**src/rtl/uart_prog_loader.sv**
```systemverilog
// Program download sequencer: streams UART bytes into RAM from LOAD_BASE while
// holding the CPU in reset, then hands the single RAM port back to the CPU.
module uart_prog_loader #(
    parameter logic [15:0] LOAD_BASE  = 16'h0600,
    parameter int          MAX_LEN    = 1024,
    parameter int          LEN_W      = 11,
    parameter int          TIMEOUT    = 50000,
    parameter int          RESET_HOLD = 16
) (
    input  logic             clk,
    input  logic             reset,
    input  logic [7:0]       rx_data,
    input  logic             rx_valid,
    input  logic [15:0]      cpu_addr,
    input  logic [7:0]       cpu_wdata,
    input  logic             cpu_we,
    output logic [15:0]      mem_addr,
    output logic [7:0]       mem_wdata,
    output logic             mem_we,
    output logic             cpu_rst,
    output logic             loading,
    output logic [LEN_W-1:0] load_count,
    output logic             overflow
);

    localparam int IDLE_W = $clog2(TIMEOUT + 1);
    localparam int HOLD_W = $clog2(RESET_HOLD + 1);

    typedef enum logic [1:0] {
        ST_HOLD,
        ST_RUN,
        ST_LOAD
    } state_t;

    state_t             state_q;
    logic               cpu_rst_q;
    logic               loading_q;
    logic [LEN_W-1:0]   load_count_q;
    logic               overflow_q;
    logic               ld_we_q;
    logic [15:0]        ld_addr_q;
    logic [7:0]         ld_wdata_q;
    logic [IDLE_W-1:0]  idle_q;
    logic [HOLD_W-1:0]  hold_q;

    // A write still in flight has not yet bumped load_count, so back-to-back
    // bytes must see the count including it.
    logic [LEN_W-1:0]   count_eff_d;
    logic               room_d;
    logic [15:0]        wr_addr_d;
    logic               start_d;

    assign count_eff_d = load_count_q + LEN_W'(ld_we_q);
    assign room_d      = count_eff_d < LEN_W'(MAX_LEN);
    assign wr_addr_d   = LOAD_BASE + 16'(count_eff_d);
    assign start_d     = rx_valid && (state_q != ST_LOAD);

    always_ff @(posedge clk or posedge reset) begin
        if (reset) begin
            state_q      <= ST_HOLD;
            cpu_rst_q    <= 1'b1;
            loading_q    <= 1'b0;
            load_count_q <= '0;
            overflow_q   <= 1'b0;
            ld_we_q      <= 1'b0;
            ld_addr_q    <= LOAD_BASE;
            ld_wdata_q   <= 8'h00;
            idle_q       <= '0;
            hold_q       <= '0;
        end else begin
            ld_we_q      <= 1'b0;
            load_count_q <= count_eff_d;
            if (start_d) begin
                // First byte of a new download is always written at LOAD_BASE.
                state_q      <= ST_LOAD;
                cpu_rst_q    <= 1'b1;
                loading_q    <= 1'b1;
                load_count_q <= '0;
                overflow_q   <= 1'b0;
                ld_we_q      <= 1'b1;
                ld_addr_q    <= LOAD_BASE;
                ld_wdata_q   <= rx_data;
                idle_q       <= '0;
            end else begin
                case (state_q)
                    ST_HOLD: begin
                        if (hold_q == HOLD_W'(RESET_HOLD - 1)) begin
                            state_q   <= ST_RUN;
                            cpu_rst_q <= 1'b0;
                        end else begin
                            hold_q <= hold_q + 1'b1;
                        end
                    end
                    ST_RUN: begin
                        cpu_rst_q <= 1'b0;
                    end
                    ST_LOAD: begin
                        if (rx_valid) begin
                            idle_q <= '0;
                            if (room_d) begin
                                ld_we_q    <= 1'b1;
                                ld_addr_q  <= wr_addr_d;
                                ld_wdata_q <= rx_data;
                            end else begin
                                overflow_q <= 1'b1;
                            end
                        end else if (idle_q == IDLE_W'(TIMEOUT - 1)) begin
                            state_q   <= ST_HOLD;
                            loading_q <= 1'b0;
                            hold_q    <= '0;
                        end else begin
                            idle_q <= idle_q + 1'b1;
                        end
                    end
                    default: begin
                        state_q   <= ST_HOLD;
                        cpu_rst_q <= 1'b1;
                        loading_q <= 1'b0;
                        hold_q    <= '0;
                    end
                endcase
            end
        end
    end

    // Only RUN exposes the CPU bus to RAM; everything else is registered.
    assign mem_addr   = (state_q == ST_RUN) ? cpu_addr  : ld_addr_q;
    assign mem_wdata  = (state_q == ST_RUN) ? cpu_wdata : ld_wdata_q;
    assign mem_we     = (state_q == ST_RUN) ? cpu_we    : ld_we_q;
    assign cpu_rst    = cpu_rst_q;
    assign loading    = loading_q;
    assign load_count = load_count_q;
    assign overflow   = overflow_q;

endmodule

```
**config.mk**
```make
export PLATFORM = sky130hd
export DESIGN_NAME = uart_prog_loader
export DESIGN_NICKNAME = d
export VERILOG_FILES = /design/src/rtl/uart_prog_loader.sv
export SDC_FILE = /design/constraint.sdc
export NUM_CORES = 1
export LEC_CHECK = 0
export ABC_AREA = 1
export ABC_CLOCK_PERIOD_IN_PS = 1900
export BUFFER_PORTS_ARGS = -buffer_cell sky130_fd_sc_hd__clkbuf_2
export CAP_MARGIN = 20
export CELL_PAD_IN_SITES_DETAIL_PLACEMENT = 1
export CELL_PAD_IN_SITES_GLOBAL_PLACEMENT = 1
export CORE_AREA = 2 2 98 100
export CTS_BUF_LIST = sky130_fd_sc_hd__clkbuf_4 sky130_fd_sc_hd__clkbuf_8
export DETAILED_ROUTE_END_ITERATION = 12
export DIE_AREA = 0 0 100 102
export PLACE_DENSITY_LB_ADDON = 0.25
export SETUP_SLACK_MARGIN = 0.02
export SYNTH_ARGS = -nofsm -noshare
export SYNTH_HDL_FRONTEND = slang
export SYNTH_SLANG_ARGS = --single-unit
export TNS_END_PERCENT = 10
```
**constraint.sdc**
```tcl
create_clock -name clk -period 1.9 [get_ports clk]
set_input_delay 0.095 -clock clk [delete_from_list [all_inputs] [get_ports clk]]
set_output_delay 0.095 -clock clk [all_outputs]
set_load 0.005 [all_outputs]
```
==> results list <==
- Data on the critical path is required at its endpoint by 2190 ps.
- The worst-case IR drop observed on VDD is 373 µV.
- Post-synthesis sequential area ratio: 44.3%
- Post-Synthesis Cell Area: 0.00328 mm²
* Setup Crit Path Kind: flip-flop to flip-flop
- Library cell occupying the most area in the post-synthesis netlist: sky130_fd_sc_hd__dfrtp_1
* Overall power after layout: 3750 µW
* Synthesis-to-finish area growth: 28.6%
- Result of the run: complete, no violations
- Clock tree from TritonCTS: built
- For the pin with the worst max-slew slack, the measured transition is 399 ps.
- The library cells used most frequently in the layout, excluding fill and tap cells, are sky130_fd_sc_hd__nand2_1 (123), sky130_fd_sc_hd__clkbuf_2 (74), sky130_fd_sc_hd__dfrtp_1 (55).
* Die H: 102 µm
* Post-DR wirelength/cell: 14.7 µm
- Worst hold path class: input port to flip-flop
- Cells with a size suffix above 1 make up 30.4% of the layout.
* Number of iterations in the first detailed-routing pass: 4
- In this run the tightest slew margin relative to its limit is 73.2%.
* Pin count of the biggest net entering global routing: 59
- Final Cycle Share: 94.8%
* Placer Congestion: 0.809
* Proportion of power drawn by the clock network: 35.5%
* Vias in the first global route: 3135
- The top cell type by area accounts for 41.9% of the synthesized area.
- Remaining antenna violation count: 0
* GR met2 Demand/Resource: 33.2%
- Average instance area after synthesis: 7.95 µm²
- Flop and latch count out of synthesis: 58
* Layer carrying the most global-route usage: met2
- Later-pin clock latency in the skew report: 350 ps
* Met3 demand-to-capacity share in global routing: 3.76%
* Number of top-level pins: 75
* Cell count after synthesis: 413
- Total number of H-tree levels: 3
- Across the routed clock network, the largest skew measured is 7.92 ps.
- Power density cells: 888 mW/mm²
- The net count of the finished layout is 554.
- First-pass GRT wire length: 14900 µm
* Total Routed Length: 9230 µm
* Proportion of total power due to net switching: 30.0%
* Diode insertion count for antenna repair: 0
- Synthesis instantiated 31 different standard cells from the library.
- Number of port buffers: 74
- CP Launch Type: flip-flop
- The number of antenna violations at the first check in global routing came to 0.
- Number of sinks handled by clock tree synthesis: 58
* Static Leakage: 0.00212 µW
- Share of power burned in registers: 42.5%
- The tree is rooted in a sky130_fd_sc_hd__clkbuf_8.
- Ranking of synthesized cells by area: sky130_fd_sc_hd__dfrtp_1 (42%), sky130_fd_sc_hd__nand2_1 (14%), sky130_fd_sc_hd__nand3_1 (7.6%), sky130_fd_sc_hd__mux2_2 (7.2%), sky130_fd_sc_hd__nor2_1 (5.1%)
- Overall die area: 0.0102 mm²
- Summed over all nets, the switching power comes to 1130 µW.
* Global Route met1 Usage: 22.2%
- Final sum of negative setup slack: 0 ps
- Crit Path Max Fanout: 3
* Starting density of the core: 36.1%
- Core region area: 0.00911 mm²
- The longest clock path from root to sink contains 2 buffers.
- Critical path data arrival time: 2090 ps
* Detailed-route via count: 3097
* Synth Net Count: 455
- The worst register-to-register path begins at ld_we_q$_DFF_PP0_.
- Nature of the critical path endpoint: flip-flop
* Detailed-placement wirelength estimate: 6640 µm
- Final core utilization: 46.4%
- Overall overflow remaining after global route: 0
- The critical path starts at ld_we_q$_DFF_PP0_.
- Setup violation total in the final timing report: 0
- Combinational logic burns 22.1% of the power.
- Drc violations: 0
- Counting tap cells, the placed design contains a total of 602 instances.
- The library cell used most frequently in the layout, excluding fill and tap cells, is sky130_fd_sc_hd__nand2_1.
- Violation count after the first detailed-route iteration: 72
- Setup repair after global routing could not meet its margin everywhere.
- Max-cap violations in this run came to 0.
- The worst path in the final design needs a cycle of 1800 ps, including I/O delays and setup.
* Synthesis warning total: 0
- Clock-pin slew was measured on the worst setup and hold paths at 70 ps.
- Timing would allow up to 555 MHz.
- Row Count: 35
- In the routed layout, each cell is associated on average with a via count of 4.93.
* Global-route usage over all layers: 18.5%
- In this run the most critical hold path is launched from rx_valid.
* Number of filler instances in the final layout: 1150
* Final Instance Count excl. Fillers: 628
- The count of endpoints failing hold in the final timing report came to 0.
- Die X: 100 µm
- Cell Int Power: 2620 µW
- Number of buffers created by CTS: 9
- Final max-slew violation count: 0
-- state kept, by name, summed over array words and instances (netlist names) --
name / cells
load_count: 11
ld_wdata_q: 8
idle_q: 16
cpu_rst: 1
overflow: 1
ld_we_q: 1
hold_q: 5
state_q: 2
loading: 1
ld_addr_q: 12
-- per-layer routing --
layer	wire [µm]	vias up	part of all wire [%]
met1	4090	1481	44
met5	0	-	0
met4	164	0	1.8
met2	4620	62	50
met3	353	14	3.8
li1	-	1540	-
-- path summary, 6_finish.rpt --
path	slack, ps	depth (start not counted)	endpoint
setup / recovery	100	10	ld_addr_q[10]$_DFFE_PP1P_
hold / removal	80	3	overflow$_DFFE_PP0P_
setup reg to reg	100	10	ld_addr_q[10]$_DFFE_PP1P_
hold reg to reg	480	2	hold_q[4]$_DFFE_PP0P_
max in group asynchronous	1260	4	cpu_rst$_DFFE_PP1P_
min in group asynchronous	320	4	load_count[7]$_DFF_PP0_
-- worst max-delay path, stage by stage, from the launching register on --
cell and delay, ps:
sky130_fd_sc_hd__dfrtp_1 390, sky130_fd_sc_hd__ha_4 170, sky130_fd_sc_hd__ha_4 140, sky130_fd_sc_hd__nand3_2 110, sky130_fd_sc_hd__nor2_4 160, sky130_fd_sc_hd__nand3_2 100, sky130_fd_sc_hd__and2_4 180, sky130_fd_sc_hd__ha_1 290
sky130_fd_sc_hd__nand2_1 70, sky130_fd_sc_hd__nand2_1 50, sky130_fd_sc_hd__nand2_1 70
-- through the flow --
stage          area (µm²)  setup WS [ps]  hold slack [ps]
6_report             4220           99.0             79.3
5_1_grt              4220          -2.10              112
3_3_place_gp         3870            150              166
3_5_place_dp         3870           41.7              171
4_1_cts              4180           30.6             89.3
2_1_floorplan        3280           85.1              205
-- power by group through the flow --
stage	Combinational, µW	Clock (µW)	Sequential, µW
2_1_floorplan	405	0	1570
3_3_place_gp	744	0	1600
3_5_place_dp	774	0	1600
4_1_cts	802	1360	1580
5_1_grt	929	1420	1620
6_report	828	1330	1590
-- synthesized netlist by cell type --
| cell | count |
|---|---|
| sky130_fd_sc_hd__dfstp_2 | 3 |
| sky130_fd_sc_hd__nor2_4 | 4 |
| sky130_fd_sc_hd__and2_1 | 1 |
| sky130_fd_sc_hd__dfrtp_1 | 55 |
| sky130_fd_sc_hd__nor2_2 | 1 |
| sky130_fd_sc_hd__nand2_4 | 1 |
| sky130_fd_sc_hd__nand2_2 | 4 |
| sky130_fd_sc_hd__or2_2 | 3 |
| sky130_fd_sc_hd__a21oi_1 | 4 |
| sky130_fd_sc_hd__xor2_1 | 6 |
| sky130_fd_sc_hd__buf_6 | 3 |
| sky130_fd_sc_hd__nor3b_1 | 1 |
| sky130_fd_sc_hd__inv_1 | 29 |
| sky130_fd_sc_hd__nor2_1 | 45 |
| sky130_fd_sc_hd__ha_1 | 6 |
| sky130_fd_sc_hd__nand3_4 | 1 |
| sky130_fd_sc_hd__nand3_2 | 2 |
| sky130_fd_sc_hd__o21ai_1 | 8 |
| sky130_fd_sc_hd__nand2_1 | 123 |
| sky130_fd_sc_hd__nor3_1 | 4 |
| sky130_fd_sc_hd__nand3_1 | 50 |
| sky130_fd_sc_hd__mux2_2 | 21 |
| sky130_fd_sc_hd__buf_2 | 6 |
| sky130_fd_sc_hd__clkbuf_1 | 1 |
| sky130_fd_sc_hd__xnor2_1 | 1 |
| sky130_fd_sc_hd__buf_4 | 2 |
| sky130_fd_sc_hd__o21ai_0 | 13 |
| sky130_fd_sc_hd__inv_2 | 6 |
| sky130_fd_sc_hd__o21bai_1 | 1 |
| sky130_fd_sc_hd__o31ai_1 | 1 |
| sky130_fd_sc_hd__nand4_1 | 7 |
-- repair_timing --
action                     CTS  global route
hold buffers                 9             0
hold endpoints to repair    63             0
buffers inserted             0             1
pin swaps                    0             3
gates resized for setup      1             6
setup endpoints to repair    1            29
-- kinds of logic (layout without fill, tap and decap cells) --
family                     count (synthesis)  after routing  synth area share (%)
DFF                                       58             58                  44.3
xor gates and xnor gates                   7              7                  1.87
and+or+nand+nor                          247            247                  33.6
buffers and inverters                     47            151                  6.51
adders and majority gates                  6              6                  2.29
muxes                                     21             21                  7.20
AOI/OAI and AO/OA                         27             27                  4.27
-- cell type report --
type	instances	area, µm²	area share, %
Multi-Input combinational cell	308	1640	38.9
Sequential cell	58	1460	34.4
Timing Repair Buffer	100	633	15.0
Clock buffer	11	145	3.44
Tap cell	111	139	3.29
Inverter	35	131	3.11
Clock inverter	5	77.6	1.84
No activity file was read; power rests on OpenSTA's default activity.
